### config.mk
export PLATFORM = sky130hd
export DESIGN_NAME = generation_ticker
export DESIGN_NICKNAME = d
export VERILOG_FILES = /design/src/rtl/life_game_pkg.sv /design/src/rtl/rising_edge_detector.sv /design/src/rtl/generation_ticker.sv
export SDC_FILE = /design/constraint.sdc
export NUM_CORES = 1
export LEC_CHECK = 0
export ABC_CLOCK_PERIOD_IN_PS = 2800
export CAP_MARGIN = 20
export CORE_ASPECT_RATIO = 1.25
export CORE_UTILIZATION = 35
export CTS_CLUSTER_SIZE = 10
export DETAILED_ROUTE_END_ITERATION = 12
export GPL_TIMING_DRIVEN = 1
export PLACE_DENSITY = 0.52
export SLEW_MARGIN = 20
export SYNTH_ARGS = -nofsm -noshare
export SYNTH_HDL_FRONTEND = slang
export SYNTH_SLANG_ARGS = --single-unit
### constraint.sdc
create_clock -name clock -period 2.8 [get_ports clock]
set_input_delay 0.28 -clock clock [delete_from_list [all_inputs] [get_ports clock]]
set_output_delay 0.28 -clock clock [all_outputs]
set_load 0.01 [all_outputs]
### src/rtl/life_game_pkg.sv
// Shared constants and helpers for the life-game pacing logic.
package life_game_pkg;

    // 500 ms at a 50 MHz system clock.
    localparam int unsigned DEFAULT_BASE_PERIOD = 25000000;
    localparam int unsigned DEFAULT_RATE_BITS   = 2;
    localparam int unsigned DEFAULT_COUNT_WIDTH = 8;

    // Tick period in clock cycles for a given speed select; each rate step halves the period.
    function automatic int unsigned rate_to_period(input int unsigned base, input int unsigned rate);
        return base >> rate;
    endfunction

endpackage

### src/rtl/rising_edge_detector.sv
// One-bit rising edge detector: registers the input every cycle and flags a 0->1 change.
// The edge output is combinational on d_i, so the consumer must register it.
module rising_edge_detector (
    input  logic clk_i,
    input  logic rst_i,
    input  logic d_i,
    output logic edge_o
);

    logic d_q;

    // Previous-cycle copy of the input.
    always_ff @(posedge clk_i) begin
        if (rst_i) begin
            d_q <= 1'b0;
        end else begin
            d_q <= d_i;
        end
    end

    assign edge_o = d_i & ~d_q;

endmodule

### src/rtl/generation_ticker.sv
// Generation pacing: a prescaler on the system clock emits a one-cycle tick enable
// per generation, with selectable rate, run/pause, single-step and synchronous clear.
// Per-cycle priority: reset, clear, run, step. All outputs are registered.
module generation_ticker
    import life_game_pkg::*;
#(
    parameter int unsigned BASE_PERIOD = DEFAULT_BASE_PERIOD,
    parameter int unsigned RATE_BITS   = DEFAULT_RATE_BITS,
    parameter int unsigned COUNT_WIDTH = DEFAULT_COUNT_WIDTH
) (
    input  logic                   clock,
    input  logic                   reset,
    input  logic                   run,
    input  logic                   step,
    input  logic                   clear,
    input  logic [RATE_BITS-1:0]   rate,
    output logic                   tick,
    output logic [COUNT_WIDTH-1:0] generation,
    output logic                   running
);

    // Derived from BASE_PERIOD; not meant to be overridden.
    localparam int unsigned PRESCALE_WIDTH = $clog2(BASE_PERIOD);

    localparam logic [PRESCALE_WIDTH-1:0] PRESCALE_ZERO = '0;
    localparam logic [PRESCALE_WIDTH-1:0] PRESCALE_ONE  = PRESCALE_WIDTH'(1);
    localparam logic [COUNT_WIDTH-1:0]    COUNT_ZERO    = '0;
    localparam logic [COUNT_WIDTH-1:0]    COUNT_ONE     = COUNT_WIDTH'(1);

    logic [PRESCALE_WIDTH-1:0] prescaler_q, prescaler_d;
    logic [COUNT_WIDTH-1:0]    generation_q, generation_d;
    logic                      tick_q, tick_d;
    logic                      running_q, running_d;

    logic [31:0] period;
    logic        terminal;
    logic        step_edge;

    // The step button is already debounced; only its rising edge matters.
    rising_edge_detector u_step_edge (
        .clk_i  (clock),
        .rst_i  (reset),
        .d_i    (step),
        .edge_o (step_edge)
    );

    // Period follows the rate switches every cycle. Using >= rather than == means a
    // rate increase mid-count fires on the next cycle instead of wrapping the prescaler.
    always_comb begin
        period   = rate_to_period(BASE_PERIOD, 32'(rate));
        terminal = (32'(prescaler_q) >= (period - 32'd1));
    end

    // Next-state for prescaler, tick and generation counter in priority order.
    always_comb begin
        prescaler_d  = prescaler_q;
        tick_d       = 1'b0;
        generation_d = tick_q ? (generation_q + COUNT_ONE) : generation_q;
        running_d    = run;

        if (clear) begin
            // Drops any terminal count or step edge arriving in the same cycle.
            prescaler_d  = PRESCALE_ZERO;
            generation_d = COUNT_ZERO;
            tick_d       = 1'b0;
        end else if (run) begin
            // Free-running; step edges are ignored here.
            if (terminal) begin
                prescaler_d = PRESCALE_ZERO;
                tick_d      = 1'b1;
            end else begin
                prescaler_d = prescaler_q + PRESCALE_ONE;
            end
        end else begin
            // Paused: prescaler holds so a resume continues mid-period.
            tick_d = step_edge;
        end
    end

    // State registers; reset overrides every input, including clear.
    always_ff @(posedge clock) begin
        if (reset) begin
            prescaler_q  <= PRESCALE_ZERO;
            generation_q <= COUNT_ZERO;
            tick_q       <= 1'b0;
            running_q    <= 1'b0;
        end else begin
            prescaler_q  <= prescaler_d;
            generation_q <= generation_d;
            tick_q       <= tick_d;
            running_q    <= running_d;
        end
    end

    assign tick       = tick_q;
    assign generation = generation_q;
    assign running    = running_q;

endmodule

==> Yosys cells after proc, flatten, opt, wreduce, memory -nomap -nowiden <==
Index checks and enable logic that the tools add are counted.
{ "totals": {"reg_bits": 36, "input_bits": 7, "wordCells": 16, "output_inout_bits": 10} }
{ "classes": {"n_bitwise": 2, "magnitude_cmp": 1, "shift": 1, "add_sub_neg": 3, "mux": 3, "n_reduce_logical": 1} }
{ "ops": {"columns": ["cell", "n"], "rows": [
  [">= comparator 25 x 32 -> 1 bit", 1],
  [">> shifter 25 x 2 -> 32 bit, first input constant", 1],
  ["subtractor 32 x 1 -> 32 bit, second input constant", 1],
  ["adder 25 x 1 -> 25 bit, second input constant", 1],
  ["2-to-1 mux 25 bit", 1],
  ["adder 8 x 1 -> 8 bit, second input constant", 1],
  ["2-to-1 mux 1 bit", 2],
  ["OR reduction 2 bit", 1],
  ["AND 1 bit", 1],
  ["inverter 1 bit", 1]
]} }

==> Longest topological paths before layout <==
Gate-level depths: netlist of the first run.
{ "depth": {"word_depth": 5, "ltp_mapped": 12, "ltp_nobuf": 11} }

==> Modules after synthesis <==
Synthesis of the first run repeated with hierarchy kept, for this count alone.
{ "hier_totals": {"cells_unflattened": 247, "hier_area_um2": 2252.2} }
{ "modules_own_cells": {"columns": ["module", "area_per_inst_um2", "cells_per_inst", "seq_area_each_um2", "n_inst"], "rows": [
  ["generation_ticker", 2204.6, 244, 700.7, 1],
  ["rising_edge_detector", 47.5, 3, 20.0, 1]
]} }

==> Worst setup path after synthesis of the first run <==
No wires, ideal clock.
{ "synth_path": {"path_type": "input to register", "startpoint": "input rate[0]", "endpoint": "register prescaler_q[5]", "path_stages": 11, "required_time_ps": 2685, "arrival_time_ps": 2340, "setup_time_ps": 115, "path_buffers": 1, "slack_ps": 346, "path_cell_list": "inv_1 -> nor2_1 -> inv_1 -> ha_1 -> nand2_1 -> or4_1 -> or4_1 -> o211ai_2 -> a21o_4 -> buf_6 -> nor2_1"} }
{ "synth_via": {"elab_chain_len": 4} }
{ "synth_lines": {"columns": ["element", "line", "source"], "rows": [
  ["start: declaration", "generation_ticker.sv:16", "input logic [RATE_BITS-1:0] rate,"],
  [">> shifter 25 x 2 -> 32 bit", "life_game_pkg.sv:11", "return base >> rate;"],
  ["subtractor 32 x 1 -> 32 bit", "generation_ticker.sv:51", "terminal = (32'(prescaler_q) >= (period - 32'd1));"],
  [">= comparator 25 x 32 -> 1 bit", "generation_ticker.sv:51", null],
  ["2-to-1 mux 25 bit", "generation_ticker.sv:68", "if (terminal) begin"],
  ["end signal: assignment", "generation_ticker.sv:88", "prescaler_q <= prescaler_d;"],
  ["end: declaration", "generation_ticker.sv:30", "logic [PRESCALE_WIDTH-1:0] prescaler_q, prescaler_d;"]
]} }
No other way between the ends.
A chain may end at the register's enable or synchronous reset.

==> Worst setup path after layout of the first run <==
{ "layout_path": {"startpoint": "input rate[1]", "endpoint": "register prescaler_q[0]"} }
The elaborated chain is that of the path after synthesis.

==> results.yml, run 1 <==
outcome:
  run_status: "completed"
global_routing:
  grt.busiest_layer: "met2"
  use_met1: 0.175
  grt_pass1_vias: 1586
  met2_usage: 0.278
  grtUsageTotal: 0.153
  use_met3: 0.0302
  grt_max_degree: 15
  antenna_found_initial: 0
  grt_pass1_wl_mm: 7.29
  overflow: 0
layout:
  area_delta_synth_final_pct: 22.2
  fin_area_sq_mm: 0.00246
  final_nets: 299
  antenna_cells: 0
  fin_util: 0.449
  fillerInstances: 571
  drive_above_1_share: 0.141
sta:
  tns_ns: 0
  finalSetupViolations: 0
  fin_ws_ns: 0.176
  finClkSkew_ns: 0.00675
  fin_crit_ns: 2.62
  rsz0062_at_grt: "false"
  drv_slew: 0
  period_share: 0.937
  fmax_mhz: 381
  hold_viol_final: 0
critical_path:
  critPathLaunchType: "primary input"
  crit_chain: "dlygate4sd2_1 -> inv_1 -> nand2_1 -> buf_4 -> ha_1 -> a211o_2 -> a221oi_2 -> or4_1 -> o211ai_2 -> buf_4 -> or3_2 -> a21oi_1"
  slowest_delay_ns: 0.40
  crit_arrival_ns: 2.84
  crit_type: "in -> reg"
  endpoint_kind: "register"
  crit_top_cell: "buf_4"
  crit_required_ns: 3.01
  critical_path.max_fanout: 5
  critPathSlowestCell: "or3_2"
pwr:
  power_frac_seq: 0.494
  powerDensity_mw_per_mm2: 425
  p_int_w: 0.000813
  pwr-share-comb: 0.070
  p_sw_frac: 0.223
  power_w: 0.00105
  p_clk_frac: 0.437
  p_leak_nw: 1.02
  switchingPower_w: 0.000233
  ir_worst_vdd_mv: 0.146
synth:
  seq_area_frac_synth: 0.358
  synth-main-ff-cell: "dfxtp_1"
  synth_edf_count: 0
  avgSynthCellArea_sq_um: 8.53
  yosysWarnings: 0
  synthCells: 236
  ys_ff_latch: 36
  synth_area_sq_mm: 0.00201
  async_flop_share: 0
  ys_types: 36
cts:
  cts_max_level: 2
  ctsRootBufferMaster: "clkbuf_8"
  numCtsBuffers: 5
  clockBufferDepth: 2
  cts_tree: "built"
  clk_pin_slew_worst_paths_ns: 0.08
  cts.sinks: 36
  clk_latency_ns: 0.29
route:
  dr.pass1.iters: 4
  wirelength_mm: 4.31
  drt_iter0_drc: 47
  ant_nets: 0
  post-route-drc-count: 0
  vias: 1667
  routedWlPerCell_um: 12.9
  drt-vias-per-instance: 4.99
placed_design:
  gp_congestion: 0.808
  place_ws_ns: -0.401
  io_buffers: 16
  dp_hpwl_mm: 3.18
  place_area_sq_mm: 0.00233
floorplanning:
  die_w_um: 69.8
  fp-row-count: 30
  die-height_um: 86.8
  die-area_sq_mm: 0.00606
  fp.coreArea_sq_mm: 0.00548
  initial_core_util: 0.367
  pin_count: 17
job:
  cap_violations: 0
min_path:
  min_path_type: "reg -> reg"
## final cells by class
cell class | count | area [sq um] | share of cell area
clock buffers | 5 | 68.8 | 0.0280
clock inverters | 3 | 42.5 | 0.0173
inverters | 10 | 37.5 | 0.0153
multi-input cells | 184 | 1230 | 0.501
flip-flops and latches | 36 | 721 | 0.293
well taps | 64 | 80.1 | 0.0325
repair buffers | 32 | 278 | 0.113
## worst paths after layout
kind,end,cells after the start,startpoint,slack (ns)
worst min-delay path,generation[7],2,generation[7],0.48
worst max-delay path,prescaler_q[0],12,rate[1],0.18
worst max register to register,prescaler_q[1],8,prescaler_q[21],0.32
worst min register to register,generation[7],2,generation[7],0.48
## placed cells by master, fill, tap and decap left out, drive strengths merged, types with 2 or more instances in the layout
master	count
a221oi	2
a21oi	12
dfxtp	36
buf	16
nand4	10
inv	10
ha	23
o21ai	5
xnor2	6
clkdlybuf4s50	14
nand3	13
xor2	21
or3	6
nand2	24
nor2	37
and3	4
dlygate4sd2	2
nor3	2
or4	2
conb	2
and4	2
a21o	2
clkbuf	5
## worst max-delay path, delay by kind of cell
family	cells	cell delay [ns]
adders and majority gates	1	0.28
AOI/OAI and AO/OA	4	0.89
buffers and inverters	4	0.71
and+or+nand+nor	3	0.67
## metal layers
| metal | vias up | wire length, um |
|---|---|---|
| met1 | 754 | 1940 |
| met4 | 0 | 69 |
| met2 | 30 | 2170 |
| met5 | - | 0 |
| li1 | 876 | - |
| met3 | 7 | 142 |
## metrics by stage
| stage | hold WS [ns] | cells |
|---|---|---|
| floorplan | 0.347 | 237 |
| global placement | 0.470 | 325 |
| detailed placement | 0.481 | 325 |
| CTS | 0.492 | 334 |
| global route | 0.524 | 334 |
| finish | 0.481 | 334 |
## synthesized netlist by cell type, drive strengths merged (4+ instances only)
cell type  number  area share
o21ai           5       0.012
ha             23        0.14
a21oi          12       0.030
xnor2           6       0.026
dfxtp          36        0.36
clkbuf          5      0.0093
nand4          10       0.031
xor2           21       0.091
nor2           37       0.070
or3             6       0.021
nand2          24       0.045
nand3          13       0.032
and3            4       0.012
inv            10       0.019
## power groups by stage
stage	sequential (W)	combinational, W	clock (W)
final	0.000517	0.0000729	0.000457
after detailed placement	0.000529	0.0000705	0
after floorplan	0.000528	0.0000400	0
after global routing	0.000517	0.0000827	0.000493
after CTS	0.000516	0.0000731	0.000474
after global placement	0.000529	0.0000699	0
## what timing repair did
action,in CTS,in global routing
setup endpoints to repair,25,1
buffers inserted,0,0
cloned,1,0
pin swaps,2,0
hold buffers,0,0
resized for setup,4,1
## cell families (layout without fill, tap and decap cells)
| logic type | Yosys count | after routing | share of synthesized area |
|---|---|---|---|
| mux | 1 | 1 | 0.00497 |
| buf+inv | 18 | 50 | 0.0416 |
| flops | 36 | 36 | 0.358 |
| simple gates | 105 | 105 | 0.252 |
| xor+xnor | 27 | 27 | 0.117 |
| compound gates | 25 | 26 | 0.0814 |
| fa+ha+maj | 23 | 23 | 0.143 |
| other cells | 1 | 2 | 0.00186 |
## sequential cells by signal, summed over array words and instances (netlist names)
signal           cells
running              1
u_step_edge.d_q      1
generation           8
prescaler_q         25
tick                 1
Note: power is estimated with default switching activity, not from simulation.
==> inputs of run 2 (changes only) <==
CORE_ASPECT_RATIO = default   (was 1.25)
==> run 2 against run 1 <==
  * Flip-flop and latch count did not move
  * Critical path depth is the same
  * Fmax increased by 0.70%
  * Final cell count grew 2.7%
  * Design area rose by 0.20%
  * Global-route usage grew 0.18 points
  * Clock power decreased by 12%
  * Die area barely moved
  * Non-clock buffer count rose by 3
  * Clock-buffer cell count rose by 2
  * Setup slack better by 0.018 ns
  * Largest power group unchanged
==> results.yml, run 2 (same netlist as run 1, synthesis figures left out) <==
sta:
  finalSetupViolations: 0
  whs_ns: 0.485
  drv_slew: 0
  fmax_mhz: 384
  finClkSkew_ns: 0.00360
  hold_viol_final: 0
  fin_crit_ns: 2.61
  period_share: 0.931
  rsz0062_at_grt: "false"
floorplanning:
  die-height_um: 77.8
  fp-row-count: 27
  die-area_sq_mm: 0.00606
  die_w_um: 77.8
  pin_count: 17
  initial_core_util: 0.363
  fp.coreArea_sq_mm: 0.00554
route:
  drt_iter0_drc: 68
  dr.pass1.iters: 4
  drt-vias-per-instance: 4.73
  wirelength_mm: 4.14
  routedWlPerCell_um: 12.1
  ant_nets: 0
  vias: 1624
  post-route-drc-count: 0
cts:
  cts.sinks: 36
  clk_pin_slew_worst_paths_ns: 0.07
  cts_setup_buffers: 0
  clockBufferDepth: 2
  ctsRootBufferMaster: "clkbuf_8"
  clk_latency_ns: 0.29
  numCtsBuffers: 5
  cts_tree: "built"
  cts_max_level: 2
critical_path:
  critical_path.max_fanout: 5
  crit_type: "in -> reg"
  crit_required_ns: 3.01
  endpoint_kind: "register"
  critPathLaunchType: "primary input"
  crit_arrival_ns: 2.82
placed_design:
  dp.cells: 336
  dp_hpwl_mm: 3.11
  gp_congestion: 0.798
  io_buffers: 16
job:
  cap_violations: 0
global_routing:
  grt_pass1_vias: 1525
  overflow: 0
  antenna_found_initial: 0
  grt_pass1_wl_mm: 7.25
  grtUsageTotal: 0.155
  grt_max_degree: 23
layout:
  instances_no_fill: 343
  largest_reg_flops: 25
  antenna_cells: 0
  fillerInstances: 545
  layout_common_cells: "nor2_1 (36), dfxtp_1 (36), nand2_1 (23), ha_1 (23), xor2_1 (21)"
  drive_above_1_share: 0.148
  area_delta_synth_final_pct: 22.5
  top_register: "prescaler_q"
  fin_util: 0.445
  final_nets: 301
pwr:
  ir_worst_vdd_mv: 0.164
  p_leak_nw: 1.02
  powerDensity_mw_per_mm2: 403
outcome:
  run_status: "completed"
min_path:
  min_path_type: "reg -> reg"
==> run 2: path summary, 6_finish.rpt <==
check | startpoint | end | slack, ns | depth (start not counted)
setup reg to reg | prescaler_q[22] | prescaler_q[17] | 0.38 | 7
hold / removal | generation[7] | generation[7] | 0.48 | 2
hold reg to reg | generation[7] | generation[7] | 0.48 | 2
setup / recovery | rate[0] | prescaler_q[2] | 0.19 | 12
==> run 2: report_power, final <==
group	switching, W	total, W	internal (W)
Sequential	0.00000212	0.000517	0.000515
Combinational	0.0000368	0.0000726	0.0000358
Clock	0.000184	0.000403	0.000219
Total	0.000223	0.000993	0.000770
==> run 2: cell type report <==
type                            instances  area [sq um]  area share
Clock buffer                            7          96.3      0.0391
Inverter                               10          37.5      0.0152
Timing Repair Buffer                   35           300       0.122
Tap cell                               72          90.1      0.0365
Multi-Input combinational cell        183          1220       0.495
Sequential cell                        36           721       0.292
==> run 2: through the flow <==
stage          setup TNS, ns  instance area (sq um)  power (W)  setup slack, ns
2_1_floorplan              0                   2020   0.000568            0.346
3_3_place_gp           -9.04                   2360   0.000602           -0.402
3_5_place_dp           -8.78                   2360   0.000602           -0.419
4_1_cts                    0                   2470    0.00101            0.206
5_1_grt                    0                   2470    0.00105           0.0372
6_report                   0                   2470   0.000993            0.194
==> run 2: critical path: stages <==
cell and delay (ns):
dlygate4sd2_1 0.26, inv_2 0.10, nand2_1 0.10, ha_1 0.31, ha_1 0.18, a211o_2 0.31, a221oi_2 0.26, or4_1 0.15
o211ai_2 0.10, buf_4 0.18, or3_2 0.44, a31oi_1 0.16
==> run 2: metal layers <==
layer | track usage | vias to the layer above | part of all wire | wire [um]
met5 | 0 | - | 0 | 0
met1 | 0.214 | 716 | 0.54 | 2240
met4 | 0.0660 | 0 | 0.0097 | 40
li1 | - | 876 | - | -
met3 | 0.0388 | 4 | 0.036 | 147
met2 | 0.227 | 28 | 0.41 | 1710
==> run 2: what timing repair did <==
action	4_1_cts	5_1_grt
resized for setup	5	0
endpoints found under the setup margin	25	0
hold buffers	0	0
==> inputs of run 3 (changes only) <==
ABC_CLOCK_PERIOD_IN_PS = 2300   (was 2800)
PLACE_DENSITY = 0.54   (was 0.52)
TNS_END_PERCENT = 10   (was default)
clock period = 2.3 ns   (was 2.8 ns; I/O delays follow)
==> run 3 against run 2 <==
  * Setup slack worse by 0.15 ns
  * Combinational power is 50% higher
  * Global-route usage is 0.50 points higher
  * Critical path depth is 4 lower
  * Design area is 11% higher
  * Highest routed layer unchanged
  * Critical endpoint is now prescaler_q[1]
  * Largest power group unchanged
  * Clock skew is 0.0015 ns lower
  * Worst hold slack better by 0.0089 ns
==> results.yml, run 3 (same netlist as run 1, synthesis figures left out) <==
critical_path:
  critPathLaunchType: "register"
  critical_path.max_fanout: 5
  crit_top_cell: "or4_4"
  slowest_delay_ns: 0.55
  crit_type: "reg -> reg"
  crit_chain: "ha_1 -> nand3_2 -> or4_4 -> or4_4 -> o211ai_4 -> buf_6 -> a2bb2oi_2 -> nor2_1"
  crit_required_ns: 2.47
  endpoint_kind: "register"
  critPathSlowestCell: "or4_4"
  crit_arrival_ns: 2.43
placed_design:
  place_ws_ns: -0.743
  place_area_sq_mm: 0.00242
  io_buffers: 16
  gp_congestion: 0.775
  dp_hpwl_mm: 3.10
global_routing:
  grt_pass1_wl_mm: 7.51
  grtUsageTotal: 0.160
  overflow: 0
  grt_max_degree: 15
  antenna_found_initial: 0
  grt_pass1_vias: 1626
floorplanning:
  die-area_sq_mm: 0.00606
  die-height_um: 77.8
  fp.coreArea_sq_mm: 0.00554
  initial_core_util: 0.363
  die_w_um: 77.8
  fp-row-count: 27
  pin_count: 17
layout:
  area_delta_synth_final_pct: 35.9
  final_nets: 313
  layout_common_cells: "nor2_1 (35), dfxtp_1 (33), buf_4 (29)"
  fin_util: 0.494
  largest_reg_flops: 25
  fin_area_sq_mm: 0.00274
  drive_above_1_share: 0.275
  antenna_cells: 0
  top_register: "prescaler_q"
  final_common_cell: "nor2_1"
cts:
  postCtsHoldBufs: 0
  clockBufferDepth: 2
  ctsRootBufferMaster: "clkbuf_8"
  cts_tree: "built"
  cts.sinks: 36
  clk_latency_ns: 0.29
  numCtsBuffers: 5
  cts_max_level: 2
  clk_pin_slew_worst_paths_ns: 0.08
sta:
  hold_viol_final: 0
  rsz0062_at_grt: "true"
  fmax_mhz: 443
  fin_ws_ns: 0.0435
  fin_crit_ns: 2.26
  period_share: 0.981
  finClkSkew_ns: 0.00212
  drv_slew: 0
  finalSetupViolations: 0
  tns_ns: 0
route:
  vias: 1731
  wirelength_mm: 4.44
  drt-vias-per-instance: 4.86
  ant_nets: 0
  drt_iter0_drc: 65
  wl_met2_mm: 2.12
  dr.max_layer_used: "met4"
  routedWlPerCell_um: 12.5
  m1WireLength_mm: 2.12
  post-route-drc-count: 0
  route.met3.wl_um: 145
  dr.pass1.iters: 4
outcome:
  run_status: "completed"
pwr:
  ir_worst_vdd_mv: 0.213
  powerDensity_mw_per_mm2: 434
  power_w: 0.00119
  p_leak_nw: 1.10
min_path:
  min_path_type: "reg -> reg"
job:
  cap_violations: 0
==> run 3: cell count changes in the layout (fill, tap and decap cells not counted), moves of 3 or more <==
cell / before / now
dfxtp_1: 36 / 33
buf_4: 19 / 29
ha_1: 23 / 15
ha_4: 0 / 8
nand2_4: 0 / 3
==> run 3: layer usage <==
metal / global-route usage / vias to the layer above
met1: 0.204 / 787
met4: 0.0585 / 0
li1: - / 910
met5: 0 / -
met2: 0.262 / 28
met3: 0.0365 / 6
==> run 3: power breakdown <==
part | switching, W | total (W) | internal (W)
logic | 0.0000574 | 0.000109 | 0.0000514
registers | 0.00000257 | 0.000628 | 0.000625
clock network | 0.000240 | 0.000451 | 0.000211
total | 0.000300 | 0.00119 | 0.000888
==> run 3: area by class of cell <==
class	count	area [sq um]
Clock buffer	5	68.8
Clock inverter	3	18.8
Fill cell	541	2810
Inverter	10	42.5
Multi-Input combinational cell	184	1400
Sequential cell	36	727
Tap cell	72	90.1
Timing Repair Buffer	46	388
==> run 3: through the flow <==
stage	instances	hold slack (ns)
after floorplan	237	0.297
after global placement	344	0.473
after detailed placement	344	0.487
after CTS	353	0.500
after global routing	356	0.522
final	356	0.494
==> run 3: worst paths after layout <==
path | start | endpoint | slack [ns] | cells past startpoint
min | generation[7] | generation[7] | 0.49 | 2
min reg2reg | generation[7] | generation[7] | 0.49 | 2
max | prescaler_q[16] | prescaler_q[1] | 0.04 | 8
max reg2reg | prescaler_q[16] | prescaler_q[1] | 0.04 | 8
==> run 3: critical path, delay by kind of cell (launching register included) <==
kind	cells	cell delay, ns
simple gates	4	1.12
flops	1	0.33
fa+ha+maj	1	0.28
compound gates	2	0.26
buf+inv	1	0.15
==> run 3: repair_timing <==
| action | 4_1_cts | 5_1_grt |
|---|---|---|
| pin swaps | 6 | 11 |
| resized for setup | 27 | 19 |
| cloned | 1 | 0 |
| setup endpoints to repair | 26 | 26 |
| endpoints found under the hold margin | 0 | 0 |
| buffers inserted | 0 | 3 |
==> patch 1 (config.mk and constraints of run 2) <==
Change the package constant `DEFAULT_BASE_PERIOD` from 25000000 to 12500000.
--- a/src/rtl/life_game_pkg.sv
+++ b/src/rtl/life_game_pkg.sv
@@ -4,3 +4,3 @@
     // 500 ms at a 50 MHz system clock.
-    localparam int unsigned DEFAULT_BASE_PERIOD = 25000000;
+    localparam int unsigned DEFAULT_BASE_PERIOD = 12500000;
     localparam int unsigned DEFAULT_RATE_BITS   = 2;
Function: no difference found for any inputs over 10 cycles, from zero or initial values and one cycle with reset high; that may be too few to reach the edited logic, so the function may still have changed.
==> patch 1 against run 2 <==
Area after synthesis up 10%; sequential cell count is 1 lower; sequential power is 3% lower; maximum frequency down 0.68%; routed wire length grew 13%; hold slack improved by 0.0080 ns; power is 5.3% lower; setup slack worse by 0.018 ns; combinational power grew 24%; final area grew 9.6%; first-iteration DRC count fell by 18%; critical endpoint is now prescaler_q[23]; largest power group unchanged.
==> patch 1: results (changes against run 2) <==
** Setup path
- Max incr delay on CP :: 0.47 ns (was 0.44 ns)
- FF-to-FF setup slack :: 0.47 ns (was 0.38 ns)
- Crit Path Max Fanout :: 17 (was 5)
- The data arrival time of the worst path came to 2.83 ns (was 2.82 ns).
- The family with the most delay on the worst path is buffers and inverters (was compound AO/OA/AOI/OAI gates).

** Drt
- Iter 0 DRT Violations :: 56 (was 68)
- Wire length on met3 :: 103 um (was 147 um)
- The total length of routed met2 wires came to 2.03 mm (was 1.71 mm).

** Layout
- Flip-flop count of the largest register after layout :: 24 (was 25)

** Global route
- Largest net degree at the start of global routing :: 18 (was 23)
- The routing usage on met1 came to 22.7% (was 21.4%).
- Met3 usage :: 2.78% (was 3.88%)

** Pwr
- Leak :: 1.07 nW (was 1.02 nW)
- The sequential fraction of design power came to 53.6% (was 52.1%).
- The part of the power in combinational logic came to 9.5% (was 7.3%).

** Yosys
- Count of different cell masters after synthesis :: 40 (was 36)
- Fraction of the yosys area taken by sequential cells :: 31.5% (was 35.8%)
- The count of mapped cells out of synthesis is 250 (was 236).

** Place
- RD Place Congestion :: 0.797 (was 0.798)
- Detailed placer's ending HPWL :: 3.64 mm (was 3.11 mm)
- The worst setup slack after placement came to -0.132 ns (was -0.419 ns).
- The placed cell area was 0.00262 mm^2 (was 0.00236 mm^2).

** Timing
- The final critical-path setup slack came to 0.176 ns (was 0.194 ns).
- Hold WS :: 0.493 ns (was 0.485 ns)
- Clk_skew :: 0.00277 ns (was 0.00360 ns)

** Status
- Result of the run: completed (unchanged).

** Clocking
- The post-cts sizing count is 0 (was 5).
==> patch 1: layout make-up <==
cell class | count | area [um^2]
Fill cell | 627 | 3320
Timing Repair Buffer | 40 | 353
Inverter | 14 | 52.6
Clock inverter | 1 | 5.00
Sequential cell | 35 | 701
Tap cell | 75 | 93.8
Multi-Input combinational cell | 193 | 1420
Clock buffer | 7 | 76.3
==> patch 1: kinds of logic after synthesis <==
| kind of cell | synth area share, % |
|---|---|
| AOI/OAI and AO/OA | 8.56 |
| xor gates and xnor gates | 11.0 |
| adders and majority gates | 13.0 |
| buffers and inverters | 4.62 |
| DFF | 31.5 |
| muxes | 0.451 |
| other | 0.169 |
| and+or+nand+nor | 30.6 |
==> patch 1: worst paths after layout <==
check                    end  cells past startpoint           start
max          prescaler_q[23]                     13         rate[1]
min            generation[7]                      2   generation[7]
max reg2reg  prescaler_q[23]                      8  prescaler_q[9]
min reg2reg    generation[7]                      2   generation[7]
==> patch 2 (flow settings as in run 2) <==
Without the edit above. Remove the register `running_q`: a continuous assignment takes its place, so the output `running` follows one clock earlier.
--- a/src/rtl/generation_ticker.sv
+++ b/src/rtl/generation_ticker.sv
@@ -85,3 +85,2 @@
             tick_q       <= 1'b0;
-            running_q    <= 1'b0;
         end else begin
@@ -90,5 +89,6 @@
             tick_q       <= tick_d;
-            running_q    <= running_d;
         end
     end
+
+    assign running_q = running_d;
 
Behaviour: not the same (a bounded check fails within 4 cycles, from zero or initial values and one cycle with reset high).
==> patch 2 against run 2 <==
Area after synthesis is 9.7% higher; final area is 7.0% higher; setup slack improved by 0.19 ns; routed wire length up 13%; sequential cell count down 1; count of clock-buffer cells in the layout is 2 lower; maximum frequency up 7.8%; non-clock buffer count decreased by 4; combinational power rose by 6.2%; power increased by 5.8%; global-route usage grew 0.66 points.
==> patch 2: results (changes against run 2) <==
** Pwr
- Power Internal :: 0.000803 W (was 0.000770 W)
- The cell leakage power came to 0.963 nW (was 1.02 nW).
- The highest ir drop seen on vdd is 0.192 mV (was 0.164 mV).

** Layout
- # diodes :: 0 (unchanged)
- The share of final-layout standard cells stronger than drive strength 1 came to 17.8% (was 14.8%).
- The fill cell instance count of the final layout came to 588 (was 545).
- The number of nets in the finished design was 298 (was 301).
- The filler-free cell count of the finished design was 344 (was 343).

** Yosys
- Fraction of the yosys area taken by sequential cells :: 31.7% (was 35.8%)
- Biggest area contributors in the synthesized netlist :: dfxtp_1, ha_1, a211oi_2 (was dfxtp_1, ha_1, xor2_1)
- The synthesis warning total is 0 (unchanged).
- List of most frequent post-synthesis cells: dfxtp_1, ha_1, nand2_1 (was dfxtp_1, nor2_1, nand2_1).
- Count of different cell masters after synthesis :: 38 (was 36)
- Synthesized-area fraction occupied by xor and xnor cells :: 10.7% (was 11.7%)
- Synth Instances :: 242 (was 236)
- Mux contribution to synthesized area :: 0.907% (was 0.497%)
- Share of synthesized registers carrying an async set or reset :: 0% (unchanged)
- The post-synthesis compound-gate area fraction is 19.8% (was 8.14%).
- The post-synthesis share of cell area spent on full adders, half adders and majority gates was 13.0% (was 14.3%).

** Drt
- The detailed router's first-iteration violation count was 60 (was 68).
- The met3 layer wire length in the routed design was 138 um (was 147 um).
- The vias per cell is 5.15 (was 4.73).
- The detailed-route wire length per cell was 13.5 um (was 12.1 um).
- The total length of routed met2 wires was 2.06 mm (was 1.71 mm).
- Detailed-route wire length on metal 1 :: 2.39 mm (was 2.24 mm)

** Global route
- The maximum number of pins on one net before global-route repair is 30 (was 23).
- The first-pass GRT wire length is 8.16 mm (was 7.25 mm).
- Total global routing track utilization :: 16.2% (was 15.5%)
- The number of global-route vias before repair was 1727 (was 1525).

** Timing
- The smallest hold slack came to 0.496 ns (was 0.485 ns).
- The setup skew after layout was 0.00729 ns (was 0.00360 ns).

** Setup path
- Data arrival, critical path :: 2.63 ns (was 2.82 ns)
- Worst reg2reg path startpoint :: prescaler_q[5] (was prescaler_q[22])
- The worst flop-to-flop path endpoint is prescaler_q[1] (was prescaler_q[17]).
- FF-to-FF setup slack :: 0.42 ns (was 0.38 ns)

** Place
- Detailed placer's ending HPWL :: 3.48 mm (was 3.11 mm)
- Placement-stage cell area :: 0.00249 mm^2 (was 0.00236 mm^2)
- The number of port buffers is 16 (unchanged).
- The worst setup slack after placement is -0.259 ns (was -0.419 ns).
- The final weighted congestion in routability-driven placement came to 0.782 (was 0.798).
- Instance count after placement with tap cells included :: 334 (was 336)

** Clocking
- Clock insertion delay at the later pin of the skew report :: 0.29 ns (about the same)

** Status
- Result of the run :: completed (unchanged)
==> patch 2: changes by cell type in the layout (fill, tap and decap cells not counted), sizes merged, moves of 2 or more <==
| cell | before | now |
|---|---|---|
| a211oi | 0 | 23 |
| and3 | 4 | 1 |
| buf | 19 | 15 |
| clkbuf | 7 | 5 |
| dlygate4sd2 | 2 | 0 |
| dlymetal6s2s | 0 | 2 |
| inv | 10 | 14 |
| nand2 | 24 | 20 |
| nand3 | 13 | 8 |
| nor2 | 37 | 19 |
| nor4 | 1 | 4 |
| or3 | 6 | 2 |
| xnor2 | 6 | 14 |
| xor2 | 21 | 13 |
==> patch 2: power by group through the flow <==
stage	combinational, W	clock (W)	sequential [W]
floorplan	0.0000464	0	0.000513
detailed placement	0.0000780	0	0.000514
finish	0.0000771	0.000471	0.000502
CTS	0.0000788	0.000487	0.000502
global placement	0.0000777	0	0.000514
global route	0.0000865	0.000511	0.000503
==> patch 2: cell type report <==
type	instances	area, um^2	share of cell area [%]
multi-input combinational	182	1390	52.8
sequential	35	701	26.6
timing repair buffer	31	287	10.9
tap	75	93.8	3.56
clock buffer	5	68.8	2.61
inverter	13	48.8	1.85
clock inverter	3	47.5	1.80
==> patch 2: worst max-delay path: stages <==
cell and delay (ns):
dlymetal6s2s_1 0.15, inv_1 0.08, nand2_1 0.07, ha_1 0.30, ha_1 0.18, a211o_1 0.24
a221o_1 0.36, a221oi_2 0.33, o211ai_2 0.20, buf_2 0.22, a211oi_1 0.22
==> patch 2: worst max path at each step <==
| stage | slack, ns | end | cells past startpoint | start |
|---|---|---|---|---|
| after CTS | 0.05 | prescaler_q[2] | 11 | rate[0] |
| after detailed placement | -0.26 | prescaler_q[2] | 11 | rate[0] |
| after global routing | 0.26 | prescaler_q[18] | 11 | rate[0] |
| after floorplan | 0.38 | prescaler_q[12] | 10 | rate[0] |
| after global placement | -0.20 | prescaler_q[19] | 11 | rate[0] |
| final | 0.38 | prescaler_q[1] | 11 | rate[0] |
==> patch 2: what timing repair did <==
| action | in CTS | in global routing |
|---|---|---|
| endpoints found under the setup margin | 0 | 24 |
| resized for setup | 0 | 6 |
| setup buffers | 0 | 1 |
==> patch 2: metal layers <==
layer / GRT usage (%) / up-vias
li1: - / 924
met1: 22.2 / 816
met2: 23.8 / 24
met3: 3.89 / 7
met4: 7.14 / 0
met5: 0 / -
==> patch 2: cells by family after synthesis <==
| kind of cell | count (synthesis) |
|---|---|
| mux | 2 |
| compound gates | 49 |
| flops | 35 |
| other cells | 1 |
| xor+xnor | 27 |
| buf+inv | 26 |
| simple gates | 79 |
| fa+ha+maj | 23 |
